===== src/rtl/mu0_bus_io_bridge_if.sv =====
// CPU-side, RAM-side and TX-stream signals of the MU0 bus/I-O bridge.
// The bridge takes the slave modport. The CPU, RAM and consumer side takes the master modport.
interface mu0_bus_io_bridge_if;
   logic [11:0] cpu_address;
   logic        cpu_write;
   logic        cpu_read;
   logic [15:0] cpu_writedata;
   logic [15:0] cpu_readdata;
   logic [11:0] ram_address;
   logic        ram_write;
   logic        ram_read;
   logic [15:0] ram_writedata;
   logic [15:0] ram_readdata;
   logic [15:0] out_data;
   logic        out_valid;
   logic        out_ready;

   modport slave (
      input  cpu_address, cpu_write, cpu_read, cpu_writedata, ram_readdata, out_ready,
      output cpu_readdata, ram_address, ram_write, ram_read, ram_writedata, out_data, out_valid
   );

   modport master (
      output cpu_address, cpu_write, cpu_read, cpu_writedata, ram_readdata, out_ready,
      input  cpu_readdata, ram_address, ram_write, ram_read, ram_writedata, out_data, out_valid
   );
endinterface


===== src/rtl/mu0_bus_io_bridge.sv =====
// MU0 bus bridge: passes RAM accesses through and decodes the top three words as I/O registers.
// The I/O registers are TX_DATA, STATUS and CYCLES. A TX FIFO feeds a valid/ready output stream.
module mu0_bus_io_bridge #(
   parameter int FIFO_DEPTH = 8
) (
   input logic               clk,
   input logic               rst,
   mu0_bus_io_bridge_if.slave bus
);
   localparam int PTR_W = $clog2(FIFO_DEPTH);
   localparam int CNT_W = PTR_W + 1;

   localparam logic [11:0] ADDR_TX     = 12'hFFF;
   localparam logic [11:0] ADDR_STATUS = 12'hFFE;
   localparam logic [11:0] ADDR_CYCLES = 12'hFFD;

   logic [15:0]      mem [FIFO_DEPTH];
   logic [PTR_W-1:0] wr_ptr;
   logic [PTR_W-1:0] rd_ptr;
   logic [CNT_W-1:0] count;
   logic [CNT_W-1:0] count_next;
   logic             overflow;
   logic [15:0]      cycles;

   logic is_io, empty, full, pop, tx_write, push, drop, status_clr;

   assign is_io      = (bus.cpu_address >= ADDR_CYCLES);
   assign empty      = (count == '0);
   assign full       = (count == CNT_W'(FIFO_DEPTH));
   assign pop        = !empty && bus.out_ready;
   assign tx_write   = bus.cpu_write && (bus.cpu_address == ADDR_TX);
   // A full FIFO still accepts a word when the head leaves on the same edge.
   assign push       = tx_write && (!full || pop);
   assign drop       = tx_write && !push;
   assign status_clr = bus.cpu_write && (bus.cpu_address == ADDR_STATUS) && bus.cpu_writedata[15];

   // The RAM never sees an I/O access. The paths stay live even during reset.
   assign bus.ram_address   = bus.cpu_address;
   assign bus.ram_writedata = bus.cpu_writedata;
   assign bus.ram_write     = bus.cpu_write && !is_io;
   assign bus.ram_read      = bus.cpu_read && !is_io;

   assign bus.out_valid = !empty;
   assign bus.out_data  = empty ? 16'h0000 : mem[rd_ptr];

   always_comb begin
      // NOTE: default first so every path assigns the signal and no latch is inferred.
      bus.cpu_readdata = bus.ram_readdata;
      if (is_io) begin
         case (bus.cpu_address)
            ADDR_STATUS: bus.cpu_readdata = {overflow, empty, full, 8'b0, 5'(count)};
            ADDR_CYCLES: bus.cpu_readdata = cycles;
            default:     bus.cpu_readdata = 16'h0000;
         endcase
      end
   end

   always_comb begin
      count_next = count;
      case ({push, pop})
         2'b10:   count_next = count + CNT_W'(1);
         2'b01:   count_next = count - CNT_W'(1);
         default: count_next = count;
      endcase
   end

   // NOTE: state registers use non-blocking assignments so all of them update together at the edge.
   always_ff @(posedge clk) begin
      if (rst) begin
         wr_ptr   <= '0;
         rd_ptr   <= '0;
         count    <= '0;
         overflow <= 1'b0;
         cycles   <= '0;
      end else begin
         cycles <= cycles + 16'd1;
         count  <= count_next;
         if (push) wr_ptr <= wr_ptr + PTR_W'(1);
         if (pop)  rd_ptr <= rd_ptr + PTR_W'(1);
         // A drop on the same edge as a clear keeps the flag set.
         if (drop)            overflow <= 1'b1;
         else if (status_clr) overflow <= 1'b0;
      end
   end

   // NOTE: the storage array has no reset. Emptiness comes from count, so stale words are never visible.
   always_ff @(posedge clk) begin
      if (push && !rst) mem[wr_ptr] <= bus.cpu_writedata;
   end
endmodule


===== src/flat_wrapper.sv =====
// flat-port wrapper written by rule: the top's interface ports become plain ports
module mu0_bus_io_bridge_flat 
#(
   parameter int FIFO_DEPTH = 8
)
  (clk, rst, bus_cpu_address, bus_cpu_write, bus_cpu_read, bus_cpu_writedata, bus_ram_readdata, bus_out_ready, bus_cpu_readdata, bus_ram_address, bus_ram_write, bus_ram_read, bus_ram_writedata, bus_out_data, bus_out_valid);
  mu0_bus_io_bridge_if bus_i ();
  input logic clk;
  input logic rst;
  input wire logic [$bits(bus_i.cpu_address)-1:0] bus_cpu_address;
  input wire logic [$bits(bus_i.cpu_write)-1:0] bus_cpu_write;
  input wire logic [$bits(bus_i.cpu_read)-1:0] bus_cpu_read;
  input wire logic [$bits(bus_i.cpu_writedata)-1:0] bus_cpu_writedata;
  input wire logic [$bits(bus_i.ram_readdata)-1:0] bus_ram_readdata;
  input wire logic [$bits(bus_i.out_ready)-1:0] bus_out_ready;
  output wire logic [$bits(bus_i.cpu_readdata)-1:0] bus_cpu_readdata;
  output wire logic [$bits(bus_i.ram_address)-1:0] bus_ram_address;
  output wire logic [$bits(bus_i.ram_write)-1:0] bus_ram_write;
  output wire logic [$bits(bus_i.ram_read)-1:0] bus_ram_read;
  output wire logic [$bits(bus_i.ram_writedata)-1:0] bus_ram_writedata;
  output wire logic [$bits(bus_i.out_data)-1:0] bus_out_data;
  output wire logic [$bits(bus_i.out_valid)-1:0] bus_out_valid;
  assign bus_i.cpu_address = bus_cpu_address;
  assign bus_i.cpu_write = bus_cpu_write;
  assign bus_i.cpu_read = bus_cpu_read;
  assign bus_i.cpu_writedata = bus_cpu_writedata;
  assign bus_i.ram_readdata = bus_ram_readdata;
  assign bus_i.out_ready = bus_out_ready;
  assign bus_cpu_readdata = bus_i.cpu_readdata;
  assign bus_ram_address = bus_i.ram_address;
  assign bus_ram_write = bus_i.ram_write;
  assign bus_ram_read = bus_i.ram_read;
  assign bus_ram_writedata = bus_i.ram_writedata;
  assign bus_out_data = bus_i.out_data;
  assign bus_out_valid = bus_i.out_valid;
  mu0_bus_io_bridge #(.FIFO_DEPTH(FIFO_DEPTH)) u_core (.clk(clk), .rst(rst), .bus(bus_i));
endmodule

===== config.mk =====
export PLATFORM = sky130hd
export DESIGN_NAME = mu0_bus_io_bridge_flat
export DESIGN_NICKNAME = d
export VERILOG_FILES = /design/src/rtl/mu0_bus_io_bridge_if.sv /design/src/rtl/mu0_bus_io_bridge.sv /design/src/flat_wrapper.sv
export SDC_FILE = /design/constraint.sdc
export NUM_CORES = 1
export LEC_CHECK = 0
export BUFFER_PORTS_ARGS = -buffer_cell sky130_fd_sc_hd__buf_2
export CAP_MARGIN = 20
export CORE_ASPECT_RATIO = 1.5
export CORE_MARGIN = 3
export CORE_UTILIZATION = 50
export CTS_BUF_LIST = sky130_fd_sc_hd__clkbuf_4 sky130_fd_sc_hd__clkbuf_8 sky130_fd_sc_hd__clkbuf_16
export CTS_CLUSTER_DIAMETER = 200
export DETAILED_ROUTE_END_ITERATION = 10
export GPL_TIMING_DRIVEN = 0
export HOLD_SLACK_MARGIN = 0.03
export MAX_ROUTING_LAYER = met4
export PLACE_DENSITY = 0.84
export SLEW_MARGIN = 20
export SYNTH_ARGS = -nofsm -noshare
export SYNTH_HDL_FRONTEND = slang
export SYNTH_SLANG_ARGS = --single-unit

===== constraint.sdc =====
create_clock -name clk -period 3.4 [get_ports clk]
set_clock_uncertainty 0.05 [all_clocks]
set_input_delay 0.34 -clock clk [delete_from_list [all_inputs] [get_ports clk]]
set_output_delay 0.34 -clock clk [all_outputs]
set_load 0.02 [all_outputs]

### After elaboration in Yosys (flattened, before gate mapping)

Memory sizes are Yosys's and may differ from the RTL's. A register that Yosys moved wholly into a read port is not among the register bits.
Cells that the tools add are included.

| cells by class | value |
|---|---|
| reductions and logical operators | 18 |
| $add $sub $neg | 5 |
| magnitude comparators | 1 |
| multipliers | 0 |
| shift operators | 0 |
| bitwise operators | 0 |
| div/mod/pow operators | 0 |
| eq/ne operators | 6 |
| muxes and demuxes | 10 |

Operators by type and width:

| kind | count |
|---|---|
| $eq A12 B12 Y1 const B | 3 |
| $mux W16 | 2 |
| $pmux W16 S2 | 1 |
| $add A16 B1 Y16 const B | 1 |
| $ge A12 B12 Y1 const B | 1 |
| $logic_and A1 B1 Y1 | 9 |
| $pmux W4 S2 | 1 |
| $add A3 B1 Y3 const B | 2 |
| $mux W3 | 2 |
| $logic_not A1 Y1 | 5 |
| $add A4 B1 Y4 const B | 1 |
| $eq A4 B4 Y1 const B | 1 |
| $logic_not A4 Y1 | 1 |
| $mux W1 | 4 |
| $reduce_bool A2 Y1 | 2 |
| $sub A4 B1 Y4 const B | 1 |
| $eq A2 B1 Y1 const B | 1 |
| $eq A2 B2 Y1 const B | 1 |
| $logic_or A1 B1 Y1 | 1 |

| word-level totals | value |
|---|---|
| register bits | 27 |
| memories | 1 |
| input bits | 49 |
| ROM bits | 0 |
| bits in writable memories | 128 |
| latch bits | 0 |
| logic and storage cells | 46 |

Memory list:

| memory | depth | width | read ports | clocked after Yosys merged registers in | wr ports | RTL line | source |
|---|---|---|---|---|---|---|---|
| u_core.mem | 8 | 16 | 1 | 1 | 1 | mu0_bus_io_bridge.sv:17 | `logic [15:0] mem [FIFO_DEPTH];` |

### Depth between registers and ports, before layout

Gate-level depths: netlist of run 1.

| depth | value |
|---|---|
| word-level depth | 8 |
| mapped depth | 11 |
| gate-level depth less buffers | 10 |

### Worst setup path after synthesis of run 1

OpenSTA, ideal clock, no wires.

| path | value |
|---|---|
| kind | input to register |
| start point | input bus_cpu_address[7] |
| end point | memory u_core.mem[0][0], enable pin |
| cell stages on the path | 4 |
| setup time | 0.430 ns |
| arrival time | 2.830 ns |
| path slack | 0.090 ns |
| buffers on the path | 0 |
| cell sequence | nand4_1 -> nor4_4 -> nand3b_1 -> nor4_1 |

| between the ends | value |
|---|---|
| cells in the longest elaborated chain, start to end | 6 |

RTL lines:

| element | RTL line | source |
|---|---|---|
| start, declared | flat_wrapper.sv:10 | `input wire logic [$bits(bus_i.cpu_address)-1:0] bus_cpu_address;` |
| $eq A12 B12 Y1 | mu0_bus_io_bridge.sv:31 | `assign tx_write = bus.cpu_write && (bus.cpu_address == ADDR_TX);` |
| $logic_and A1 B1 Y1 | mu0_bus_io_bridge.sv:31 |  |
| $logic_and A1 B1 Y1 | mu0_bus_io_bridge.sv:33 | `assign push = tx_write && (!full \|\| pop);` |
| $logic_and A1 B1 Y1 | mu0_bus_io_bridge.sv:88 | `if (push && !rst) mem[wr_ptr] <= bus.cpu_writedata;` |
| $mux W1 | mu0_bus_io_bridge.sv:88 |  |
| $mux W1 (implied by the code) | mu0_bus_io_bridge.sv:88 |  |
| end, declared | mu0_bus_io_bridge.sv:17 |  |

Every way passes these cells.

### Worst setup path in the final report of run 1

| path | value |
|---|---|
| start point | register u_core.count[3] |
| end point | register u_core.count[3] |

| between the ends | value |
|---|---|
| cells in the longest elaborated chain, start to end | 7 |
| elaborated cells on any way between the ends | 13 |
| classes of those cells | 2 x add/sub; 3 x eq/ne; 1 x mux; 7 x reduce/logical |

RTL lines:

| element | RTL line | source |
|---|---|---|
| start, declared | mu0_bus_io_bridge.sv:20 | `logic [CNT_W-1:0] count;` |
| start signal, assigned | mu0_bus_io_bridge.sv:77 | `count <= count_next;` |
| $logic_not A4 Y1 | mu0_bus_io_bridge.sv:28 | `assign empty = (count == '0);` |
| $logic_not A1 Y1 | mu0_bus_io_bridge.sv:30 | `assign pop = !empty && bus.out_ready;` |
| $logic_and A1 B1 Y1 | mu0_bus_io_bridge.sv:30 |  |
| $logic_or A1 B1 Y1 | mu0_bus_io_bridge.sv:33 |  |
| $logic_and A1 B1 Y1 | mu0_bus_io_bridge.sv:33 |  |
| $eq A2 B1 Y1 / $eq A2 B2 Y1 (equally long branches) | mu0_bus_io_bridge.sv:60 | `case ({push, pop})` |
| $pmux W4 S2 / $reduce_bool A2 Y1 (equally long branches) | -- |  |

Several ways; a longest one is shown, not always the timed one.
A chain may end at the register's enable or synchronous reset.

==> results, run 1 <==
- The flow ran to the end, and the final reports show no timing, DRC or antenna violations.
- The sequential share of power is 46.2%.
- The start point of the critical path is u_core.count[3].
- The final-report max-slew violation count came to 0.
- In this run the cell area measured after placement is 7806 um2.
- For flop-to-flop paths, the worst setup slack is 0.39 ns.
- The initial core utilization is 51.03%.
- The beginning of the worst hold path is bus_cpu_writedata[9].
- For this run, the slowest stage of the critical path takes 0.80 ns.
- The combinational fraction of design power is 11.0%.
- The share of final-layout standard cells stronger than drive strength 1 is 38.57%.
- STA classifies the critical path endpoint as a flip-flop.
- In this run the worst hold path is classified as in2reg.
- The synthesized design contains 158 register bits.
- The maximum clock rate is 331.8 MHz.
- The post-detailed-route via-to-cell ratio is 5.770.
- The top fanout value on the critical path is 9.
- The largest individual stage delay along the critical path comes from the cell sky130_fd_sc_hd__nor4_4.
- The total area inside the core boundary comes to 13530 um2.
- The number of buffers added by the clock tree synthesis step is 17.
- The number of iterations in the first detailed-routing pass is 4.
- The pin slew with the least headroom to its limit is 0.8617 ns.
- The die covers 15290 um2.
- The cell seen most often among critical-path stages is sky130_fd_sc_hd__inv_2.
- By area the synthesized netlist is led by sky130_fd_sc_hd__edfxtp_1, sky130_fd_sc_hd__mux4_2, sky130_fd_sc_hd__dfxtp_1.
- Entering global routing, the biggest net connects 17 pins.
- The element type at the critical path start is a flip-flop.
- TritonCTS built the clock tree.
- The count of cell types in the netlist is 51.
- During placement, the flow inserted port buffers numbering 111.
- The number of antenna violations at the first check in global routing was 0.
- In the final routed layout, each cell accounts on average for 19.48 um.
- The area growth from synthesis to layout is 22.09%.
- After clock tree synthesis, the repair step resized 0 gates.
- The critical path class is reg2reg.
- The most common library cell in the layout ignoring fill and taps is sky130_fd_sc_hd__edfxtp_1.
- The share of total power consumed by net switching is 22.88%.
- The total leakage power is 3.028 nW.
- The sequential fraction of the synthesis area is 64.36%.
- The final route contains 4495 vias.
- The number of buffers and inverters on the critical path is 3.
- The wire-length estimate of the detail-placed layout is 10490 um.
- A synthesized cell averages 14.95 um2.
- The clock network burns 42.9% of the power.
- The smallest clock period supported by the final layout is computed as 3.014 ns.
- The number of warnings reported in the yosys synthesis log is 0.
- The remaining routing DRC violations is 0.
- The first global-routing pass estimated 23600 um of wire.
- The total overflow left after global routing is 0.
- The residual antenna-violating net count after detailed routing is 0.
- In this run the tightest slew margin relative to its limit is 42.12%.
- The number of global-route vias before repair came to 4591.
- The data required time at the worst endpoint is 3.64 ns.
- The clock net sink count is 158.
- The maximum clock path buffer count is 2.
- The horizontal die dimension is 102.0 um.
- The power density relative to cell area is 541.8 nW/um2.
- The critical path goes through nor4_4 -> inv_2 -> and2_1 -> buf_6 -> nand2_1 -> inv_2 -> ha_1 -> a21o_1 -> a21oi_1 -> nand4b_1 -> nand4_1.
- The top cell types in the final layout, fill and taps aside, are sky130_fd_sc_hd__edfxtp_1, sky130_fd_sc_hd__buf_2, sky130_fd_sc_hd__nor2_1.
- For this run, the post-layout net count is 659.
- The CTS root buffer is sky130_fd_sc_hd__clkbuf_16.
- The post-detailed-routing wire length is 15180 um.
- The net switching power is 1.045 mW.
- Setup repair after global routing left no endpoint under its margin.
- The antenna diode instance count is 0.
- The fill cell total of the finished layout is 975.
- Buffers added to address setup during post-CTS repair amount to 0.
- Buffers inserted to repair hold after CTS numbered 0.
- The die outline height is 149.9 um.
- The fraction of post-synthesis cell area in the top cell type by area is 55.66%.
- The number of hold violations in the final report was 0.
- CTS built an H-tree with a depth of 4.
- The part of the cycle the worst path needs is 88.64%.
- The cell count after synthesis is 462.
- In this run the count of I/O pins placed on the die edge is 112.
- The post-CTS clock slew at the launch and capture registers of the worst setup and hold paths is 0.06 ns.
- The number of max-cap violations is 0.
- The clock reaches the later pin of the worst-skew pair after 0.41 ns.
- The final estimated routing congestion in global placement is 0.8221.
- Cell internal power was estimated by the tool at 3.523 mW.
- The startpoint identified for the worst register-to-register timing path is u_core.count[3].
- The peak supply drop is 0.0003176 V.
- Row generation in the floorplan step produced 52 rows.
- On the critical path the largest part of the delay comes from simple AND/OR/NAND/NOR gates.
- Setup violations remaining at the end of the flow were counted as 0.
- Summed over all instances, the cell type with the most area after synthesis is sky130_fd_sc_hd__edfxtp_1.
- The initial DRC count is 276.
- Global routing used 21.58% of the available tracks.
- The design draws 4.568 mW.
- The post-synth net total is 517.
- The post-synth design cell area is 6905 um2.
- After routing the design area is 8431 um2.
- STA puts the critical path data arrival time at 3.25 ns.
==> metal layers <==
metal	wire length (um)	vias to the layer above	global-route usage, %
met5	0	-	-
met4	373	0	9.061
met3	1057	33	4.804
met2	8239	220	37.19
met1	5507	2202	23.92
li1	-	2040	-
==> power by group through the flow <==
stage          Combinational [mW]  Clock [mW]  Sequential [mW]
3_3_place_gp                0.483           0             2.15
4_1_cts                     0.504        1.98             2.11
3_5_place_dp                0.497           0             2.15
6_report                    0.500        1.96             2.11
2_1_floorplan               0.330           0             2.15
5_1_grt                     0.541        2.07             2.11
==> cells in the mapped netlist (all sizes together) <==
master and number:
dfxtp 30, nand4b 1, a21o 1, a211oi 1
a41o 1, nor2 49, mux2i 17, a31o 1
nor2b 3, nand3b 2, inv 10, nor3 5
clkbuf 10, or4b 1, a21oi 7, or2 2
a211o 1, o21ai 4, nand4 6, mux2 5
xnor2 10, o31ai 1, a31oi 1, or3 2
xor2 4, buf 38, edfxtp 128, ha 5
a221o 3, nand2b 2, nor4 10, or2b 1
o211ai 4, and2 1, a32oi 13, nand2 34
mux4 32, fa 1, o21a 2, a32o 3
nand3 9, or4 1
==> sequential cells by signal, summed over array words and instances (netlist names), named ones only <==
signal and flops:
u_core.mem 128, u_core.wr_ptr 3, u_core.overflow 1, u_core.rd_ptr 3, u_core.cycles 16, u_core.count 4
==> path summary, 6_finish.rpt <==
check / to / depth (start not counted)
worst max-delay path: u_core.count[3] / 11
worst min-delay path: u_core.mem[0][9] / 1
worst min register to register: u_core.cycles[0] / 1
worst max register to register: u_core.count[3] / 11
==> kinds of logic (layout without fill, tap and decap cells) <==
kind of cell / after synthesis / after routing / share of synthesized area [%]
fa+ha+maj: 6 / 6 / 1.196
compound gates: 43 / 43 / 4.784
mux: 54 / 54 / 13.77
xor+xnor: 14 / 14 / 1.776
flops: 158 / 158 / 64.36
simple gates: 129 / 129 / 9.259
buf+inv: 58 / 213 / 4.856
==> metrics by stage <==
stage          TNS (ns)  utilization [%]  setup WS, ns  hold slack (ns)  instances
3_5_place_dp          0            57.68        0.4391           0.4067        747
6_report              0            62.30        0.3861           0.1645        779
3_3_place_gp     -63.86            56.63        -1.407           0.3995        735
5_1_grt               0            62.30        0.2895           0.1570        779
4_1_cts               0            62.30        0.4484           0.1431        779
2_1_floorplan         0                -       0.08989           0.3798        462
==> cell type report <==
class | count | area, um2 | share of cell area [%]
Inverter | 10 | 37.54 | 0.4452
Timing Repair Buffer | 123 | 665.6 | 7.896
Tap cell | 162 | 202.7 | 2.404
Multi-Input combinational cell | 246 | 2158 | 25.60
Buffer | 48 | 297.8 | 3.532
Clock buffer | 21 | 467.9 | 5.551
Sequential cell | 158 | 4444 | 52.72
Clock inverter | 11 | 156.4 | 1.855
Note: power is estimated with default switching activity, not from simulation.
==> inputs of run 2 (changes only) <==
--- a/config.mk
+++ b/config.mk
@@ -9,14 +9,15 @@
 export CAP_MARGIN = 20
 export CORE_ASPECT_RATIO = 1.5
 export CORE_MARGIN = 3
-export CORE_UTILIZATION = 50
+export CORE_UTILIZATION = 45
 export CTS_BUF_LIST = sky130_fd_sc_hd__clkbuf_4 sky130_fd_sc_hd__clkbuf_8 sky130_fd_sc_hd__clkbuf_16
 export CTS_CLUSTER_DIAMETER = 200
 export DETAILED_ROUTE_END_ITERATION = 10
+export GPL_ROUTABILITY_DRIVEN = 0
 export GPL_TIMING_DRIVEN = 0
 export HOLD_SLACK_MARGIN = 0.03
 export MAX_ROUTING_LAYER = met4
-export PLACE_DENSITY = 0.84
+export PLACE_DENSITY = 0.77
 export SLEW_MARGIN = 20
 export SYNTH_ARGS = -nofsm -noshare
 export SYNTH_HDL_FRONTEND = slang
==> run 2 against run 1 <==
Net effect: flip-flop and latch count unchanged; count of clock-buffer cells in the layout fell by 1; sequential share of layout area down 0.15 points; fmax up 7.7%; worst hold slack improved by 0.0039 ns; sequential power barely moved; via count down 0.93%; final cell count rose by 4.5%; combinational power fell by 0.8%; power shrank 1.9%; global-route usage is 2.2 points lower; critical path type unchanged; largest cell class unchanged; largest power group unchanged.
==> results, run 2 (same netlist as run 1, synthesis figures left out) <==
- The number of buffers added by the clock tree synthesis step came to 17 (unchanged).
- The critical path class is reg2reg.
- The number of global-route vias before repair is 4588 (-0.065%).
- The flip-flop count of the largest register, all copies and words added is 128 (unchanged).
- The register with the most flip-flops is u_core.mem.
- The clock latency at the later pin of the worst-skew pair is 0.41 ns (about the same).
- The antenna diode instance count was 0 (unchanged).
- The post-layout worst setup margin is 0.6006 ns (+0.2145 ns).
- The final-report max-slew violation count is 0 (unchanged).
- Leaving out fill and tap cells, the most frequent cell in the layout is sky130_fd_sc_hd__edfxtp_1.
- The top fanout value on the critical path is 9 (unchanged).
- The post-detailed-routing wire length is 15380 um (+1.3%).
- The post-CTS clock slew at the launch and capture registers of the worst setup and hold paths is 0.06 ns (about the same).
- The overall power consumption is 4.480 mW (-1.9%).
- The pin slew with the least headroom to its limit is 0.8615 ns (-0.0001441 ns).
- The maximum clock path buffer count is 2 (unchanged).
- The horizontal die dimension came to 107.1 um (+5.1%).
- The part of the cycle the worst path needs was 82.34% (-6.3 points).
- The final standard cell count with taps included and fillers excluded was 814 (+4.5%).
- In the final layout, the registers with the most flip-flops are u_core.mem (128), u_core.cycles (16), u_core.count (4).
- The clock net sink count was 158 (unchanged).
- The share of final-layout standard cells stronger than drive strength 1 is 38.35% (-0.22 points).
- The initial core utilization is 46.67% (-4.4 points).
- The worst endpoint data arrival time is 3.03 ns (-0.22 ns).
- The number of nets in the final layout is 661 (+0.30%).
- The post-placement cell area was 7864 um2 (+0.74%).
- The routed length per placed instance is 18.89 um (-3.0%).
- The peak supply drop was 0.0002842 V (-11%).
- The sum of overflow across all layers after global routing is 0 (unchanged).
- The worst slew margin relative to its limit is 42.56% (+0.44 points).
- The share of the core filled with cells was 57.14% (-5.2 points).
- The maximum clock rate is 357.2 MHz (+7.7%).
- The count of standard-cell rows was 54 (+3.8%).
- The number of iterations in the first detailed-routing pass is 4 (unchanged).
- The class of the most critical hold timing path is in2reg.
- The residual antenna-violating net count after detailed routing is 0 (unchanged).
- The number of hold violations in the final report is 0 (unchanged).
- The worst setup slack after placement is 0.4952 ns (+0.05606 ns).
- The CTS tree is yes.
- The post-placement cell count came to 783 (+4.8%).
- The clock period minus final worst setup slack was 2.799 ns (-0.2145 ns).
- The post-cts hold buffer count was 0 (unchanged).
- The die area is 16900 um2 (+11%).
- The total leakage power came to 3.023 nW (-0.15%).
- The via count of the routed design came to 4453 (-0.93%).
- The number of setup violations in the final report is 0 (unchanged).
- The number of buffers inserted by post-CTS setup repair is 0 (unchanged).
- The power density relative to cell area is 529.9 nW/um2 (-2.2%).
- The data required time at the worst endpoint is 3.64 ns (about the same).
- The global-route wire length before repair is 24090 um (+2.1%).
- The total negative slack is 0 ns (unchanged).
- The final hold slack is 0.1684 ns (+0.003939 ns).
- The die outline height was 157.7 um (+5.2%).
- The initial DRC count was 305 (+11%).
- The number of max-cap violations is 0 (unchanged).
- The area growth from synthesis to layout is 22.43%.
- The aggregate global-route resource usage came to 19.41% (-2.2 points).
- The flow ran to the end, and the final reports show no timing, DRC or antenna violations.
- The placeable core region is 14800 um2 (+9.3%).
- The element type at the critical path start is a flip-flop.
- The register-to-register setup slack is 0.60 ns (+0.21 ns).
- The count of buffers inserted at the top-level ports is 111 (unchanged).
- The remaining routing DRC violations is 0 (unchanged).
- The H-tree depth is 4 (unchanged).
- STA classifies the critical path endpoint as a flip-flop.
- The number of instances resized during post-cts repair is 0 (unchanged).
- The largest net degree at the start of global routing is 17 (unchanged).
- The number of antenna violations at the first check in global routing was 0 (unchanged).
- The post-detailed-route via-to-cell ratio came to 5.471 (-5.2%).
- The root buffer cell chosen for the clock tree is sky130_fd_sc_hd__clkbuf_16.
- Leaving out fill and tap cells, the most frequent cells in the layout are sky130_fd_sc_hd__edfxtp_1, sky130_fd_sc_hd__buf_2, sky130_fd_sc_hd__nor2_1.
- The detailed placer's ending HPWL is 11050 um (+5.3%).
- Setup repair after global routing left no endpoint under its margin.
- The summed area of non-filler cells in the final layout is 8454 um2 (+0.28%).
- The number of placed I/O pins was 112 (unchanged).
[run 2: changes by cell type in the layout (fill, tap and decap cells not counted), sizes merged]
cell    change
clkbuf      -1
inv         -1
buf         +2
clkinv      +1
[run 2: worst paths after layout]
path	from	end	cells past startpoint
max	u_core.count[3]	u_core.count[3]	11
max reg2reg	u_core.count[3]	u_core.count[3]	11
min	bus_cpu_writedata[13]	u_core.mem[0][13]	1
min reg2reg	u_core.overflow	u_core.overflow	2
[run 2: critical path, cell delays in order (launching register included)]
cell and delay (ns):
sky130_fd_sc_hd__dfxtp_1 0.38, sky130_fd_sc_hd__nor4_4 0.69, sky130_fd_sc_hd__inv_2 0.15, sky130_fd_sc_hd__and2_1 0.21, sky130_fd_sc_hd__buf_6 0.13, sky130_fd_sc_hd__nand2_1 0.10
sky130_fd_sc_hd__inv_2 0.06, sky130_fd_sc_hd__ha_1 0.27, sky130_fd_sc_hd__a21o_1 0.19, sky130_fd_sc_hd__a21oi_1 0.22, sky130_fd_sc_hd__nand4b_1 0.15, sky130_fd_sc_hd__nand4_1 0.09
[run 2: area by class of cell]
type,instances,area (um2)
Tap cell,196,245.2
Buffer,48,297.8
Sequential cell,158,4444
Inverter,10,37.54
Clock inverter,11,142.6
Fill cell,1124,6342
Timing Repair Buffer,125,680.7
Clock buffer,20,447.9
Multi-Input combinational cell,246,2158
[run 2: layer usage]
| layer | up-vias | GRT usage (%) | share of wire [%] | routed length [um] |
|---|---|---|---|---|
| li1 | 2042 | - | - | - |
| met1 | 2204 | 21.81 | 36 | 5564 |
| met2 | 188 | 34.35 | 55 | 8490 |
| met3 | 19 | 3.876 | 6.8 | 1048 |
| met4 | 0 | 6.764 | 1.8 | 277 |
| met5 | - | - | 0 | 0 |
[run 2: power by group]
part | internal, mW | switching [mW]
Combinational | 0.208 | 0.289
Sequential | 2.10 | 0.0124
Clock | 1.17 | 0.703
